File: src/rtl/cpu_pkg.sv
// ============================================================================
// cpu_pkg : shared CPU types and constants (fetch/decode boundary)
// Rev 1.0
// ============================================================================
`default_nettype none

package cpu_pkg;

  localparam logic [3:0]  HALT_OPCODE = 4'hF;
  localparam logic [15:0] NOP_INSTR   = 16'h0000;

  typedef enum logic [1:0] {
    FETCH   = 2'd0,
    DISCARD = 2'd1,
    HALTED  = 2'd2
  } fetch_state_t;

  typedef struct packed {
    logic        valid;
    logic [15:0] instr;
    logic [15:0] pc2;
  } ifid_t;

  function automatic logic is_halt(input logic [15:0] instr, input logic [3:0] opcode);
    return instr[15:12] == opcode;
  endfunction

endpackage

`default_nettype wire

File: src/rtl/fetch_stage_if.sv
// ============================================================================
// fetch_stage_if : instruction-memory request/response bundle
// Rev 1.0
// ============================================================================
`default_nettype none

interface fetch_stage_if;

  logic        imem_req_o;
  logic [15:0] imem_addr_o;
  logic        imem_rdy_i;
  logic [15:0] imem_data_i;

  modport master (
    output imem_req_o,
    output imem_addr_o,
    input  imem_rdy_i,
    input  imem_data_i
  );

  modport slave (
    input  imem_req_o,
    input  imem_addr_o,
    output imem_rdy_i,
    output imem_data_i
  );

endinterface

`default_nettype wire

File: src/rtl/ifid_pipe_reg.sv
// ============================================================================
// ifid_pipe_reg : async-reset pipeline register with load/hold/flush
// Rev 1.0
// ============================================================================
`default_nettype none

module ifid_pipe_reg
  import cpu_pkg::*;
#(
  parameter logic [15:0] NOP_INSTR = cpu_pkg::NOP_INSTR
) (
  input  wire logic  clk,
  input  wire logic  rst,
  input  wire logic  i_load,
  input  wire logic  i_flush,
  input  wire ifid_t i_d,
  output ifid_t      o_q
);

  localparam ifid_t c_bubble = '{valid: 1'b0, instr: NOP_INSTR, pc2: 16'h0000};

  // Flush wins over load so a redirect always leaves a bubble behind.
  always_ff @(posedge clk or posedge rst) begin
    if (rst) begin
      o_q <= c_bubble;
    end else if (i_flush) begin
      o_q <= c_bubble;
    end else if (i_load) begin
      o_q <= i_d;
    end
  end

endmodule

`default_nettype wire

File: src/rtl/fetch_stage.sv
// ============================================================================
// fetch_stage : PC, imem request port, hold buffer and IF/ID register
// Rev 1.0
// ============================================================================
`default_nettype none

module fetch_stage
  import cpu_pkg::*;
#(
  parameter logic [15:0] RESET_PC    = 16'h0000,
  parameter logic [3:0]  HALT_OPCODE = cpu_pkg::HALT_OPCODE,
  parameter logic [15:0] NOP_INSTR   = cpu_pkg::NOP_INSTR
) (
  input  wire logic        clk,
  input  wire logic        rst,
  input  wire logic        stall_i,
  input  wire logic        redirect_i,
  input  wire logic [15:0] redirect_pc_i,
  fetch_stage_if.master    imem,
  output logic             ifid_valid_o,
  output logic [15:0]      ifid_instr_o,
  output logic [15:0]      ifid_pc2_o,
  output logic             halt_fetched_o
);

  fetch_state_t r_state;
  logic [15:0]  r_pc;
  logic [15:0]  r_disc_addr;
  logic         r_hb_valid;
  logic [15:0]  r_hb_instr;
  logic         r_halt;

  logic         w_req;
  logic         w_fire;
  logic         w_accept;
  logic         w_drain;
  logic         w_load;
  logic         w_flush;
  logic [15:0]  w_new_instr;
  logic         w_new_halt;
  ifid_t        w_ifid_d;
  ifid_t        w_ifid_q;

  // A full hold buffer means the instruction at r_pc is already in hand.
  assign w_req       = !rst && (r_state != HALTED) && !r_hb_valid;
  assign w_fire      = w_req && imem.imem_rdy_i;
  assign w_accept    = (r_state == FETCH) && w_fire && !stall_i && !redirect_i;
  assign w_drain     = (r_state == FETCH) && r_hb_valid && !stall_i && !redirect_i;
  assign w_new_instr = r_hb_valid ? r_hb_instr : imem.imem_data_i;
  assign w_new_halt  = is_halt(w_new_instr, HALT_OPCODE);

  // The pc does not advance until the buffered word drains, so pc+2 covers both sources.
  assign w_ifid_d = '{valid: 1'b1, instr: w_new_instr, pc2: r_pc + 16'd2};
  assign w_load   = w_accept || w_drain;
  assign w_flush  = redirect_i ||
                    (!stall_i && (r_state == FETCH) && !r_hb_valid && !w_fire) ||
                    (!stall_i && (r_state == HALTED));

  assign imem.imem_req_o  = w_req;
  assign imem.imem_addr_o = (r_state == DISCARD) ? r_disc_addr : r_pc;

  always_ff @(posedge clk or posedge rst) begin
    if (rst) begin
      r_state     <= FETCH;
      r_pc        <= RESET_PC;
      r_disc_addr <= 16'h0000;
      r_hb_valid  <= 1'b0;
      r_hb_instr  <= NOP_INSTR;
      r_halt      <= 1'b0;
    end else if (redirect_i) begin
      r_pc       <= redirect_pc_i;
      r_hb_valid <= 1'b0;
      r_halt     <= 1'b0;
      if (w_req && !imem.imem_rdy_i) begin
        r_state <= DISCARD;
        if (r_state == FETCH) begin
          r_disc_addr <= r_pc;
        end
      end else begin
        r_state <= FETCH;
      end
    end else begin
      case (r_state)
        FETCH: begin
          if (stall_i) begin
            if (w_fire) begin
              r_hb_valid <= 1'b1;
              r_hb_instr <= imem.imem_data_i;
            end
          end else if (w_load) begin
            r_pc       <= r_pc + 16'd2;
            r_hb_valid <= 1'b0;
            if (w_new_halt) begin
              r_state <= HALTED;
              r_halt  <= 1'b1;
            end
          end
        end
        DISCARD: begin
          if (imem.imem_rdy_i) begin
            r_state <= FETCH;
          end
        end
        HALTED: begin
          r_state <= HALTED;
        end
        default: begin
          r_state <= FETCH;
        end
      endcase
    end
  end

  ifid_pipe_reg #(
    .NOP_INSTR (NOP_INSTR)
  ) u_ifid (
    .clk     (clk),
    .rst     (rst),
    .i_load  (w_load),
    .i_flush (w_flush),
    .i_d     (w_ifid_d),
    .o_q     (w_ifid_q)
  );

  assign ifid_valid_o   = w_ifid_q.valid;
  assign ifid_instr_o   = w_ifid_q.instr;
  assign ifid_pc2_o     = w_ifid_q.pc2;
  assign halt_fetched_o = r_halt;

endmodule

`default_nettype wire

File: src/flat_wrapper.sv
// flat-port wrapper written by rule: the top's interface ports become plain ports
module fetch_stage_flat import cpu_pkg::*;
#(
  parameter logic [15:0] RESET_PC    = 16'h0000,
  parameter logic [3:0]  HALT_OPCODE = cpu_pkg::HALT_OPCODE,
  parameter logic [15:0] NOP_INSTR   = cpu_pkg::NOP_INSTR
)
  (clk, rst, stall_i, redirect_i, redirect_pc_i, ifid_valid_o, ifid_instr_o, ifid_pc2_o, halt_fetched_o, imem_imem_req_o, imem_imem_addr_o, imem_imem_rdy_i, imem_imem_data_i);
  fetch_stage_if imem_i ();
  input  wire logic clk;
  input  wire logic rst;
  input  wire logic stall_i;
  input  wire logic redirect_i;
  input  wire logic [15:0] redirect_pc_i;
  output logic ifid_valid_o;
  output logic [15:0] ifid_instr_o;
  output logic [15:0] ifid_pc2_o;
  output logic halt_fetched_o;
  output wire logic [$bits(imem_i.imem_req_o)-1:0] imem_imem_req_o;
  output wire logic [$bits(imem_i.imem_addr_o)-1:0] imem_imem_addr_o;
  input wire logic [$bits(imem_i.imem_rdy_i)-1:0] imem_imem_rdy_i;
  input wire logic [$bits(imem_i.imem_data_i)-1:0] imem_imem_data_i;
  assign imem_imem_req_o = imem_i.imem_req_o;
  assign imem_imem_addr_o = imem_i.imem_addr_o;
  assign imem_i.imem_rdy_i = imem_imem_rdy_i;
  assign imem_i.imem_data_i = imem_imem_data_i;
  fetch_stage #(.RESET_PC(RESET_PC), .HALT_OPCODE(HALT_OPCODE), .NOP_INSTR(NOP_INSTR)) u_core (.clk(clk), .rst(rst), .stall_i(stall_i), .redirect_i(redirect_i), .redirect_pc_i(redirect_pc_i), .imem(imem_i), .ifid_valid_o(ifid_valid_o), .ifid_instr_o(ifid_instr_o), .ifid_pc2_o(ifid_pc2_o), .halt_fetched_o(halt_fetched_o));
endmodule
File: config.mk
export PLATFORM = sky130hd
export DESIGN_NAME = fetch_stage_flat
export DESIGN_NICKNAME = d
export VERILOG_FILES = /design/src/rtl/cpu_pkg.sv /design/src/rtl/fetch_stage_if.sv /design/src/rtl/ifid_pipe_reg.sv /design/src/rtl/fetch_stage.sv /design/src/flat_wrapper.sv
export SDC_FILE = /design/constraint.sdc
export NUM_CORES = 1
export LEC_CHECK = 0
export CORE_AREA = 2 2 92 94
export DETAILED_ROUTE_END_ITERATION = 10
export DIE_AREA = 0 0 94 96
export HOLD_SLACK_MARGIN = 0.15
export PLACE_DENSITY = 0.79
export SYNTH_ARGS = -nofsm -noshare
export SYNTH_HDL_FRONTEND = slang
export SYNTH_SLANG_ARGS = --single-unit
File: constraint.sdc
create_clock -name clk -period 3.25 [get_ports clk]
set_input_delay 0.325 -clock clk [delete_from_list [all_inputs] [get_ports clk]]
set_output_delay 0.325 -clock clk [all_outputs]
set_load 0.03 [all_outputs]
==> tab_implementation.tex <==
\begin{tabular}{lr}
\hline
Metric & Value \\
\hline
\multicolumn{2}{l}{\textbf{Detailed routing}} \\
Count of vias placed by the detailed router & around 3000 \\
Number of antenna-violating nets in the routed design & 0 \\
Vias per cell & between 5 and 6 \\
Routed length per instance & 16.4 um \\
DRC violation count after routing & 0 \\
Total routed wirelength & just over 9000 um \\
First DRT Iteration DRCs & 121 \\
First drt pass iteration count & 4 \\
\multicolumn{2}{l}{\textbf{STA}} \\
Pins over their slew limit & 0 \\
Layout Skew & a little over 0.01 ns \\
Fraction of the cycle the final worst path needs & 81.2\% \\
Normalized max-slew margin & $\sim$45\% \\
Transition at the pin with the smallest max-transition slack & 0.830 ns \\
Achievable frequency & around 0.38 GHz \\
Final-report hold violation count & 0 \\
Setup-violating endpoint count in the final report & 0 \\
Final period demand of the worst path & 2.64 ns \\
Sum of negative setup slack & 0 ns \\
Unrepaired setup endpoints after global routing & no \\
Post-Route Hold Slack & around 0.48 ns \\
\multicolumn{2}{l}{\textbf{Clocking}} \\
Clock transition time at the flip-flop clock pins of the worst setup and hold paths & about 0.080 ns \\
Clock root buffer & sky130\_fd\_sc\_hd\_\_clkbuf\_8 \\
Count of H-tree levels built during CTS & 3 \\
\# clock sinks & 85 \\
Number of CTS-inserted buffers & 9 \\
Max Root-Sink Buffers & 2 \\
Clock tree from TritonCTS & yes \\
PostCTS Resize Cnt & 0 \\
CTS Hold Buffers Added & 0 \\
Post-CTS Repair Setup Buffers & 0 \\
Source-to-sink clock delay at the later pin of the worst-skew pair & 0.36 ns \\
\multicolumn{2}{l}{\textbf{Synth}} \\
Mapped Cells & approximately 360 \\
Average size of a mapped cell & around 11 um\^{}2 \\
Number of storage elements in the synthesis netlist & 85 \\
Synthesized area & between 0.003 and 0.004 mm\^{}2 \\
Net count after synthesis & $\sim$400 \\
Number of distinct library cells after synthesis & slightly above 40 \\
Sequential fraction of the synthesis area & between 50\% and 60\% \\
Number of warnings issued by yosys & 0 \\
\multicolumn{2}{l}{\textbf{Placement}} \\
Port bufs & 87 \\
Weighted congestion reported at the end of routability-driven placement & roughly 0.83 \\
Post-DP HPWL & 6180 um \\
\multicolumn{2}{l}{\textbf{Final layout}} \\
Area of the multi-input gates & 0.00169 mm\^{}2 \\
Fraction of layout cells with a size suffix above 1 & between 15 and 20\% \\
Count of inserted antenna diode cells & 0 \\
Highest-count cells in the layout ignoring fill and taps & sky130\_fd\_sc\_hd\_\_clkdlybuf4s50\_1, sky130\_fd\_sc\_hd\_\_dfrtp\_1, sky130\_fd\_sc\_hd\_\_nand2\_1 \\
Area grow syn2layout & 29.8\% \\
Most frequent standard cell in the layout excluding fill and tap cells & sky130\_fd\_sc\_hd\_\_clkdlybuf4s50\_1 \\
Fill cell total of the finished layout & about 660 \\
FF/Latch Area & $\sim$0.0021 mm\^{}2 \\
Nets & slightly below 500 \\
\multicolumn{2}{l}{\textbf{Floorplanning}} \\
Total number of placement rows & 33 \\
Number of placed I/O pins & 88 \\
Standard cell core area & between 0.008 and 0.009 mm\^{}2 \\
Die ar. & about 0.009 mm\^{}2 \\
Die Span Y & 96 um \\
Die extent in x & $\sim$94 um \\
Initial core utilization & a little under 50\% \\
\multicolumn{2}{l}{\textbf{Global routing}} \\
Overflow left after global routing & 0 \\
Antenna violations before repair & 0 \\
Vias in the first global route & approximately 3000 \\
Global-route wire length before repair & 14900 um \\
Maximum number of pins on one net before global-route repair & 48 \\
All-layer global routing usage & $\sim$22\% \\
\multicolumn{2}{l}{\textbf{Power and ir drop}} \\
Power, Total & about 2800 uW \\
VDD IR-drop max & $\sim$0.00025 V \\
Pwr dens & around 550 mW/mm\^{}2 \\
Leakage power total & approximately 0.0021 uW \\
\multicolumn{2}{l}{\textbf{Worst setup path}} \\
Worst path arrival time & $\sim$2.3 ns \\
Crit-path max FO & 23 \\
Critical path start-end classification & reg2out \\
Type of element capturing the critical path & output port \\
Data required time of the critical path & approximately 3 ns \\
Startpoint Class & register \\
\multicolumn{2}{l}{\textbf{Flow run}} \\
Max cap viols & 0 \\
\multicolumn{2}{l}{\textbf{Run status}} \\
Outcome & finished, final reports clean \\
\multicolumn{2}{l}{\textbf{Worst hold path}} \\
Min-Delay Path Class & reg2reg \\
\hline
\end{tabular}
-- synthesized netlist by cell type (all sizes together) --
library cell	count	area share (%)
and3	1	0.16
nand3	3	0.38
mux2	42	12
a22oi	1	0.19
a2bb2oi	1	0.22
nor3b	2	0.38
o21ai	39	4.9
mux2i	17	4.3
o22ai	4	0.63
xor2	2	0.44
nand4	5	0.78
nor3	8	1.0
nor4	5	0.78
nand2	48	4.5
o2bb2ai	2	0.44
nor2b	1	0.16
o31ai	1	0.53
a21boi	1	0.19
clkbuf	13	1.2
a211oi	1	0.31
o221ai	6	1.3
xnor2	11	2.4
dfrtp	85	53
inv	11	1.0
a21o	3	0.56
or4	1	0.28
a21oi	6	0.75
a221o	7	1.8
nand2b	2	0.31
a2111oi	1	0.22
a31oi	1	0.16
a22o	2	0.44
nor2	11	1.0
and4	2	0.44
or2	1	0.16
buf	13	2.3
ha	1	0.31
-- sequential cells by signal (all words and copies together), names as in the netlist --
register	count
u_core.r_state	2
u_core.r_hb_valid	1
u_core.r_pc	16
u_core.r_disc_addr	16
u_core.halt_fetched_o	1
u_core.u_ifid.o_q	33
u_core.r_hb_instr	16
-- logic make-up after synthesis --
| kind of cell | Yosys count | synth area share [%] |
|---|---|---|
| AND/OR/NAND/NOR | 90 | 10.4 |
| flip-flops | 85 | 53.2 |
| AO/OA/AOI/OAI | 76 | 12.6 |
| multiplexers | 59 | 16.1 |
| buffers and inverters | 37 | 4.60 |
| XOR/XNOR | 13 | 2.85 |
| adder cells (fa/ha/maj) | 1 | 0.313 |
-- worst max-delay path, stage by stage (launching register included) --
cell                              delay, ns
sky130_fd_sc_hd__dfrtp_1               0.48
sky130_fd_sc_hd__inv_1                 0.11
sky130_fd_sc_hd__nor2_1                0.11
sky130_fd_sc_hd__buf_4                 0.28
sky130_fd_sc_hd__mux2_2                0.38
sky130_fd_sc_hd__clkdlybuf4s50_1       0.59
-- cell type report --
type | count | share of cell area [%]
sequential | 85 | 41.0
tap | 105 | 2.53
clock buffer | 12 | 2.80
inverter | 11 | 0.820
timing repair buffer | 97 | 18.5
clock inverter | 4 | 1.83
multi-input combinational | 239 | 32.6
-- per-layer routing --
layer / vias up / part of all wire (%) / global-route usage, %
met3: 14 / 7.6 / 6.34
met5: - / 0 / 0
met1: 1489 / 44 / 28.4
li1: 1442 / - / -
met4: 0 / 1.9 / 8.94
met2: 97 / 47 / 34.0
-- worst paths after layout --
check                      cells after the start                     to            startpoint  slack [ns]
max in group asynchronous                      3  u_core.u_ifid.o_q[13]                   rst        2.06
hold reg to reg                                2   u_core.u_ifid.o_q[8]  u_core.u_ifid.o_q[8]        0.48
setup / recovery                               5   imem_imem_addr_o[15]     u_core.r_state[0]        0.61
setup reg to reg                               5         u_core.r_pc[3]     u_core.r_hb_valid        0.95
min in group asynchronous                      2   u_core.r_hb_instr[9]                   rst        0.53
hold / removal                                 2   u_core.u_ifid.o_q[8]  u_core.u_ifid.o_q[8]        0.48
-- per-stage QoR --
step / instance area, um^2 / std cells / utilization [%] / setup WS, ns
final: 5190 / 553 / 64.4 / 0.611
after global routing: 5190 / 553 / 64.4 / 0.474
after CTS: 5190 / 553 / 64.4 / 0.592
after detailed placement: 4950 / 537 / 61.5 / 0.666
after global placement: 4950 / 537 / 61.5 / 0.712
after floorplan: 4000 / 361 / - / 0.732
-- where the power goes --
| part | switching (uW) | leakage [uW] | internal [uW] |
|---|---|---|---|
| Combinational | 300 | 0.000907 | 312 |
| Clock | 365 | 0.000121 | 531 |
| Sequential | 115 | 0.00110 | 1210 |
| Total | 780 | 0.00212 | 2060 |
No activity file was read; power rests on OpenSTA's default activity.
